[src/rtl/uart_tx_arbiter_if.sv]
// Purpose: bundles the requester streams, the registered bridge stream and the arbiter status.
// Latency: none; this file only carries the signals between the arbiter and its neighbours.
// Backpressure: req_tready is driven by the arbiter; out_tready is driven by the UART bridge.
//
// Signals:
//   req_tvalid/req_tdata/req_tlast : NUM_REQ AXI-stream requesters; requester i owns
//                                    req_tdata[i*DATA_WIDTH +: DATA_WIDTH]
//   req_tready                     : per-requester ready, at most one bit high
//   out_tvalid/out_tdata/out_tlast : registered stream toward the UART TX bridge
//   out_tready                     : bridge ready (UART TX not busy)
//   grant/busy/timeout             : one-hot owner, locked flag, watchdog pulse
// Modports: master = arbiter side, slave = requesters plus bridge side.
interface uart_tx_arbiter_if #(
  parameter int NUM_REQ    = 3,
  parameter int DATA_WIDTH = 8
);
  logic [NUM_REQ-1:0]            req_tvalid;
  logic [NUM_REQ*DATA_WIDTH-1:0] req_tdata;
  logic [NUM_REQ-1:0]            req_tlast;
  logic [NUM_REQ-1:0]            req_tready;
  logic                          out_tvalid;
  logic [DATA_WIDTH-1:0]         out_tdata;
  logic                          out_tlast;
  logic                          out_tready;
  logic [NUM_REQ-1:0]            grant;
  logic                          busy;
  logic                          timeout;

  modport master (
    input  req_tvalid, req_tdata, req_tlast, out_tready,
    output req_tready, out_tvalid, out_tdata, out_tlast, grant, busy, timeout
  );

  modport slave (
    output req_tvalid, req_tdata, req_tlast, out_tready,
    input  req_tready, out_tvalid, out_tdata, out_tlast, grant, busy, timeout
  );
endinterface

[src/rtl/uart_tx_arbiter.sv]
// Purpose: round-robin, frame-locked arbiter sharing one UART TX byte stream among NUM_REQ requesters.
// Latency: grant one cycle after request; accepted beat appears on out_* the next cycle.
// Backpressure: single-entry output register; granted ready = !out_tvalid || out_tready.
//
// Ports:
//   clk  : system clock, rising edge
//   rst  : asynchronous active-high reset
//   bus  : uart_tx_arbiter_if.master (requester streams, output stream, grant/busy/timeout)
// Parameters: NUM_REQ (2..8), DATA_WIDTH, TIMEOUT_CYCLES (2..65535, watchdog only).
// Optional feature: define UART_ARB_TIMEOUT_EN to build the stall watchdog; without it
// timeout is tied low and a grant is released only by a transferred tlast beat.
module uart_tx_arbiter #(
  parameter int NUM_REQ        = 3,
  parameter int DATA_WIDTH     = 8,
  parameter int TIMEOUT_CYCLES = 1024
) (
  input  logic              clk,
  input  logic              rst,
  uart_tx_arbiter_if.master bus
);

  localparam int IDX_W = $clog2(NUM_REQ);

  localparam logic [0:0] ST_IDLE   = 1'b0;
  localparam logic [0:0] ST_LOCKED = 1'b1;

  // State registers
  logic [0:0]            r_state;
  logic [IDX_W-1:0]      r_grant_idx;
  logic [NUM_REQ-1:0]    r_grant;
  logic [IDX_W-1:0]      r_last_grant;

  // Output register
  logic                  r_out_tvalid;
  logic [DATA_WIDTH-1:0] r_out_tdata;
  logic                  r_out_tlast;

  // Combinational helpers
  logic [NUM_REQ-1:0]    w_mask_hi;
  logic [NUM_REQ-1:0]    w_req_hi;
  logic                  w_any_req;
  logic                  w_any_hi;
  logic [IDX_W-1:0]      w_sel_hi;
  logic [IDX_W-1:0]      w_sel_lo;
  logic [IDX_W-1:0]      w_sel_idx;
  logic                  w_gnt_vld;
  logic [DATA_WIDTH-1:0] w_gnt_tdata;
  logic                  w_gnt_tlast;
  logic                  w_out_free;
  logic                  w_xfer;
  logic                  w_wd_fire;
  logic                  w_release;

  // ---------------------------------------------------------------------------
  // Round-robin selection: requesters above last_grant win first; if none of
  // them is valid, the lowest valid index wins (the wrap-around part).
  // ---------------------------------------------------------------------------
  always_comb begin
    w_mask_hi = '0;
    for (int i = 0; i < NUM_REQ; i++) begin
      w_mask_hi[i] = (IDX_W'(i) > r_last_grant);
    end
  end

  assign w_req_hi  = bus.req_tvalid & w_mask_hi;
  assign w_any_req = |bus.req_tvalid;
  assign w_any_hi  = |w_req_hi;

  // Descending scans so the lowest set index is the one that sticks.
  always_comb begin
    w_sel_hi = '0;
    w_sel_lo = '0;
    for (int i = NUM_REQ - 1; i >= 0; i--) begin
      if (w_req_hi[i]) begin
        w_sel_hi = IDX_W'(i);
      end
      if (bus.req_tvalid[i]) begin
        w_sel_lo = IDX_W'(i);
      end
    end
  end

  assign w_sel_idx = w_any_hi ? w_sel_hi : w_sel_lo;

  // ---------------------------------------------------------------------------
  // Granted-requester mux. r_grant is zero in IDLE, so w_gnt_vld is too.
  // ---------------------------------------------------------------------------
  always_comb begin
    w_gnt_vld   = 1'b0;
    w_gnt_tdata = '0;
    w_gnt_tlast = 1'b0;
    for (int i = 0; i < NUM_REQ; i++) begin
      if (r_grant[i]) begin
        w_gnt_vld   = bus.req_tvalid[i];
        w_gnt_tdata = bus.req_tdata[i*DATA_WIDTH +: DATA_WIDTH];
        w_gnt_tlast = bus.req_tlast[i];
      end
    end
  end

  // The output register can take a beat when empty or draining this cycle.
  assign w_out_free = !r_out_tvalid || bus.out_tready;
  assign w_xfer     = (r_state == ST_LOCKED) && w_gnt_vld && w_out_free;
  assign w_release  = (w_xfer && w_gnt_tlast) || w_wd_fire;

  assign bus.req_tready = (r_state == ST_LOCKED) ? (r_grant & {NUM_REQ{w_out_free}})
                                                 : '0;
  assign bus.grant      = r_grant;
  assign bus.busy       = (r_state == ST_LOCKED);
  assign bus.out_tvalid = r_out_tvalid;
  assign bus.out_tdata  = r_out_tdata;
  assign bus.out_tlast  = r_out_tlast;

  // ---------------------------------------------------------------------------
  // Arbitration FSM
  // ---------------------------------------------------------------------------
  always_ff @(posedge clk or posedge rst) begin
    if (rst) begin
      r_state      <= ST_IDLE;
      r_grant      <= '0;
      r_grant_idx  <= '0;
      r_last_grant <= IDX_W'(NUM_REQ - 1);
    end else begin
      case (r_state)
        ST_IDLE: begin
          if (w_any_req) begin
            r_state     <= ST_LOCKED;
            r_grant     <= NUM_REQ'(1) << w_sel_idx;
            r_grant_idx <= w_sel_idx;
          end
        end
        ST_LOCKED: begin
          // The grant survives tvalid gaps; only tlast or the watchdog ends it.
          if (w_release) begin
            r_state      <= ST_IDLE;
            r_grant      <= '0;
            r_last_grant <= r_grant_idx;
          end
        end
        default: begin
          r_state <= ST_IDLE;
          r_grant <= '0;
        end
      endcase
    end
  end

  // ---------------------------------------------------------------------------
  // Single-entry output register. Load wins over drain so a simultaneous
  // drain+load gives back-to-back beats; it keeps draining after IDLE.
  // ---------------------------------------------------------------------------
  always_ff @(posedge clk or posedge rst) begin
    if (rst) begin
      r_out_tvalid <= 1'b0;
      r_out_tdata  <= '0;
      r_out_tlast  <= 1'b0;
    end else if (w_xfer) begin
      r_out_tvalid <= 1'b1;
      r_out_tdata  <= w_gnt_tdata;
      r_out_tlast  <= w_gnt_tlast;
    end else if (bus.out_tready) begin
      r_out_tvalid <= 1'b0;
    end
  end

  // ---------------------------------------------------------------------------
  // Stall watchdog
  // ---------------------------------------------------------------------------
`ifdef UART_ARB_TIMEOUT_EN
  localparam logic [15:0] WD_LAST = 16'(TIMEOUT_CYCLES - 1);

  logic [15:0] r_wd_cnt;
  logic        r_timeout;

  // Fires on the TIMEOUT_CYCLES-th consecutive stalled cycle; the release and
  // the timeout pulse both land on the following cycle.
  assign w_wd_fire = (r_state == ST_LOCKED) && !w_gnt_vld && (r_wd_cnt == WD_LAST);

  always_ff @(posedge clk or posedge rst) begin
    if (rst) begin
      r_wd_cnt  <= '0;
      r_timeout <= 1'b0;
    end else begin
      r_timeout <= w_wd_fire;
      // Held at zero outside LOCKED, so entering LOCKED starts from zero.
      if ((r_state != ST_LOCKED) || w_xfer || w_wd_fire) begin
        r_wd_cnt <= '0;
      end else if (!w_gnt_vld) begin
        r_wd_cnt <= r_wd_cnt + 16'd1;
      end
    end
  end

  assign bus.timeout = r_timeout;
`else
  logic w_unused_timeout_cfg;

  assign w_wd_fire            = 1'b0;
  assign bus.timeout          = 1'b0;
  assign w_unused_timeout_cfg = (TIMEOUT_CYCLES != 0);
`endif

endmodule

[src/flat_wrapper.sv]
// flat-port wrapper written by rule: the top's interface ports become plain ports
module uart_tx_arbiter_flat 
#(
  parameter int NUM_REQ        = 3,
  parameter int DATA_WIDTH     = 8,
  parameter int TIMEOUT_CYCLES = 1024
)
  (clk, rst, bus_req_tvalid, bus_req_tdata, bus_req_tlast, bus_out_tready, bus_req_tready, bus_out_tvalid, bus_out_tdata, bus_out_tlast, bus_grant, bus_busy, bus_timeout);
  uart_tx_arbiter_if #(.NUM_REQ(NUM_REQ), .DATA_WIDTH(DATA_WIDTH)) bus_i ();
  input  logic clk;
  input  logic rst;
  input wire logic [$bits(bus_i.req_tvalid)-1:0] bus_req_tvalid;
  input wire logic [$bits(bus_i.req_tdata)-1:0] bus_req_tdata;
  input wire logic [$bits(bus_i.req_tlast)-1:0] bus_req_tlast;
  input wire logic [$bits(bus_i.out_tready)-1:0] bus_out_tready;
  output wire logic [$bits(bus_i.req_tready)-1:0] bus_req_tready;
  output wire logic [$bits(bus_i.out_tvalid)-1:0] bus_out_tvalid;
  output wire logic [$bits(bus_i.out_tdata)-1:0] bus_out_tdata;
  output wire logic [$bits(bus_i.out_tlast)-1:0] bus_out_tlast;
  output wire logic [$bits(bus_i.grant)-1:0] bus_grant;
  output wire logic [$bits(bus_i.busy)-1:0] bus_busy;
  output wire logic [$bits(bus_i.timeout)-1:0] bus_timeout;
  assign bus_i.req_tvalid = bus_req_tvalid;
  assign bus_i.req_tdata = bus_req_tdata;
  assign bus_i.req_tlast = bus_req_tlast;
  assign bus_i.out_tready = bus_out_tready;
  assign bus_req_tready = bus_i.req_tready;
  assign bus_out_tvalid = bus_i.out_tvalid;
  assign bus_out_tdata = bus_i.out_tdata;
  assign bus_out_tlast = bus_i.out_tlast;
  assign bus_grant = bus_i.grant;
  assign bus_busy = bus_i.busy;
  assign bus_timeout = bus_i.timeout;
  uart_tx_arbiter #(.NUM_REQ(NUM_REQ), .DATA_WIDTH(DATA_WIDTH), .TIMEOUT_CYCLES(TIMEOUT_CYCLES)) u_core (.clk(clk), .rst(rst), .bus(bus_i));
endmodule
[config.mk]
export PLATFORM = sky130hd
export DESIGN_NAME = uart_tx_arbiter_flat
export DESIGN_NICKNAME = d
export VERILOG_FILES = /design/src/rtl/uart_tx_arbiter_if.sv /design/src/rtl/uart_tx_arbiter.sv /design/src/flat_wrapper.sv
export SDC_FILE = /design/constraint.sdc
export NUM_CORES = 1
export LEC_CHECK = 0
export BUFFER_PORTS_ARGS = -buffer_cell sky130_fd_sc_hd__buf_2
export CAP_MARGIN = 20
export CORE_MARGIN = 3
export CORE_UTILIZATION = 48
export CTS_CLUSTER_SIZE = 28
export DETAILED_ROUTE_END_ITERATION = 8
export PLACE_DENSITY = 0.79
export SLEW_MARGIN = 20
export SYNTH_ARGS = -nofsm -noshare
export SYNTH_HDL_FRONTEND = slang
export SYNTH_SLANG_ARGS = --single-unit
[constraint.sdc]
create_clock -name clk -period 4.16 [get_ports clk]
set_clock_uncertainty 0.05 [all_clocks]
set_input_delay 0.416 -clock clk [delete_from_list [all_inputs] [get_ports clk]]
set_output_delay 0.416 -clock clk [all_outputs]
set_load 0.05 [all_outputs]
==> impl_metrics.env <==
export IMPL_drt_iter0_drc=11
export IMPL_cellPowerDensity_nw_per_um2=781
export IMPL_path_depth=4
export IMPL_worstPathCellList="a21o_1 > o221ai_2 > nor2b_1 > mux2_4"
export IMPL_synth_top_cells_by_count="17 x dfrtp_1, 9 x nand2_1, 9 x o21ai_0, 8 x mux2_4, 7 x a22oi_1"
export IMPL_die_w_um=52.4
export IMPL_drc=0
export IMPL_fin_ws_ps=1790
export IMPL_slew_headroom_pct=29.2
export IMPL_critPathBufInv=0
export IMPL_yosys_area_share_simple_pct=15.0
export IMPL_cp_required_ps=4290
export IMPL_dpl_cell_count=165
export IMPL_cts_buffers=3
export IMPL_post_drt_wl_per_cell_um=14.1
export IMPL_power_leakage_nw=0.684
export IMPL_finalPower_mw=1.02
export IMPL_tightest_slew_ps=1060
export IMPL_synthFlopType="dfrtp_1"
export IMPL_ctsHoldBuffers=0
export IMPL_synth_most_common_cell="dfrtp_1"
export IMPL_routabilityCongestion=0.762
export IMPL_rr_worst_depth=4
export IMPL_critPathTopFamily="simple AND/OR/NAND/NOR gates"
export IMPL_synth_top_family_by_area="compound AO/OA/AOI/OAI gates"
export IMPL_critPathSlowestCell="nor2b_1"
export IMPL_ys_seq_area_share_pct=43.7
export IMPL_syn_nets=129
export IMPL_synth_compound_area_share_pct=21.4
export IMPL_final_cell_area_um2=1310
export IMPL_dieArea_um2=2750
export IMPL_wirelength_mm=2.38
export IMPL_setup_tns_final_ps=0
export IMPL_hold_violations=0
export IMPL_status="complete, no violations"
export IMPL_hold_class="in -> async"
export IMPL_post_route_util_pct=65.2
export IMPL_drtPass1Iterations=4
export IMPL_drive_gt1_share_pct=49.3
export IMPL_cts_htree_levels=1
export IMPL_rows=16
export IMPL_antenna_found_initial=0
export IMPL_clock_latency_ps=280
export IMPL_port_buffers=49
export IMPL_synth_mux_area_share_pct=13.8
export IMPL_cts_root_buffer="clkbuf_4"
export IMPL_grt_util_all_layers_pct=17.3
export IMPL_dr_total_vias=910
export IMPL_drv_slew=0
export IMPL_nNetsFinal=176
export IMPL_antenna_left=0
export IMPL_netlist_area_um2=1030
export IMPL_setup_violations=0
export IMPL_cpPeakStageDelay_ps=840
export IMPL_dp_slack_ps=1810
export IMPL_cts_tree="built"
export IMPL_synthAdderAreaFrac_pct=0
export IMPL_path_clk_slew_ps=90
export IMPL_synth_top_area_share_pct=41.1
export IMPL_syn_inst=96
export IMPL_grt_pass1_wl_mm=3.60
export IMPL_antenna_cells=0
export IMPL_grt_max_degree=24
export IMPL_initial_core_util_pct=51.7
export IMPL_synth_distinct_cells=31
export IMPL_hold_ws_ps=163
export IMPL_worstSetupPathType="reg -> reg"
export IMPL_place_area_um2=1270
export IMPL_grt_overflow_total=0
export IMPL_yosys_area_top_type="dfrtp_1"
export IMPL_period_share_pct=57.1
export IMPL_syn_avg_cell_area_um2=10.8
export IMPL_finalNonFillerCells=169
export IMPL_drv_cap=0
export IMPL_cp_start_kind="register"
export IMPL_path_max_fanout=23
export IMPL_via_per_inst=5.38
export IMPL_clockBufferDepth=2
export IMPL_nFillCells=179
export IMPL_synth_xor_area_share_pct=0
export IMPL_arrival_ps=2500
export IMPL_ys_warn_count=0
export IMPL_synth_area_top_cells="dfrtp_1 41%, mux2_4 12%, a22oi_1 5.1%"
export IMPL_end_kind="register"
export IMPL_synth_edf_count=0
export IMPL_post_cts_resized=0
export IMPL_ys_ff_latch=18
export IMPL_dpl_hpwl_mm=1.88
export IMPL_die_y_um=52.4
export IMPL_post_route_min_period_ps=2370
export IMPL_ios=51
export IMPL_postCtsSetupRepairBufs=0
export IMPL_ys_async_sr_fraction_pct=100
export IMPL_area_growth_pct=26.1
export IMPL_vdd_drop_max_mv=0.436
export IMPL_coreArea_um2=2000
export IMPL_grt_pass1_vias=831
export IMPL_cts_sinks=18
export IMPL_rsz0062_at_grt="false"
export IMPL_max_freq_mhz=421
==> flip-flops by register name, indices dropped and copies added (netlist names) <==
name                   flops
u_core.bus.busy            1
u_core.r_last_grant        2
u_core.bus.out_tvalid      1
u_core.bus.grant           3
u_core.bus.out_tdata       8
u_core.r_grant_idx         2
u_core.bus.out_tlast       1
==> layout by cell type, fill, tap and decap left out, drive strengths merged, types with 2 or more instances in the layout <==
cell type	n
clkbuf	4
dfrtp	17
nor2b	4
inv	4
nand2	9
a32o	2
nor2	2
a22oi	7
buf	49
a22o	2
and3	3
nor3	2
nand2b	2
o21ai	9
and3b	2
mux2	10
o22ai	2
==> worst paths after layout <==
| check | startpoint | to | slack [ps] |
|---|---|---|---|
| min in group clk | bus_req_tdata[20] | u_core.bus.out_tdata[4]$_DFFE_PP0P_ | 430 |
| setup / recovery | u_core.bus.grant[2]$_DFFE_PP0P_ | u_core.bus.out_tdata[3]$_DFFE_PP0P_ | 1790 |
| hold reg to reg | u_core.r_grant_idx[1]$_DFFE_PP0P_ | u_core.r_grant_idx[1]$_DFFE_PP0P_ | 460 |
| hold / removal | rst | u_core.bus.out_tdata[5]$_DFFE_PP0P_ | 160 |
| setup reg to reg | u_core.bus.grant[2]$_DFFE_PP0P_ | u_core.bus.out_tdata[3]$_DFFE_PP0P_ | 1790 |
| max in group asynchronous | rst | u_core.bus.out_tvalid$_DFFE_PP0P_ | 3470 |
==> per-layer routing <==
| layer | track usage (%) | part of all wire (%) |
|---|---|---|
| met5 | 0 | 0 |
| met4 | 2.98 | 0.17 |
| met3 | 6.84 | 7.0 |
| met2 | 27.5 | 50 |
| met1 | 22.4 | 42 |
==> power breakdown <==
| group | internal [mW] | switching (mW) | leakage (nW) |
|---|---|---|---|
| Clock | 0.0533 | 0.0505 | 0.0210 |
| Combinational | 0.219 | 0.367 | 0.436 |
| Sequential | 0.247 | 0.0822 | 0.227 |
| Total | 0.519 | 0.500 | 0.684 |
==> area by class of cell <==
type | instances | area [um2] | area share (%)
repair buffers | 49 | 245 | 18.8
flip-flops and latches | 18 | 452 | 34.6
multi-input cells | 67 | 523 | 40.1
inverters | 4 | 15.0 | 1.15
clock buffers | 4 | 36.3 | 2.78
well taps | 27 | 33.8 | 2.59
==> logic make-up (layout without fill, tap and decap cells) <==
kind of cell / count (synthesis) / count (layout)
other: 1 / 1
AND/OR/NAND/NOR: 26 / 26
buffers and inverters: 11 / 57
flip-flops: 18 / 18
multiplexers: 10 / 10
AO/OA/AOI/OAI: 30 / 30
No activity file was read; power rests on OpenSTA's default activity.
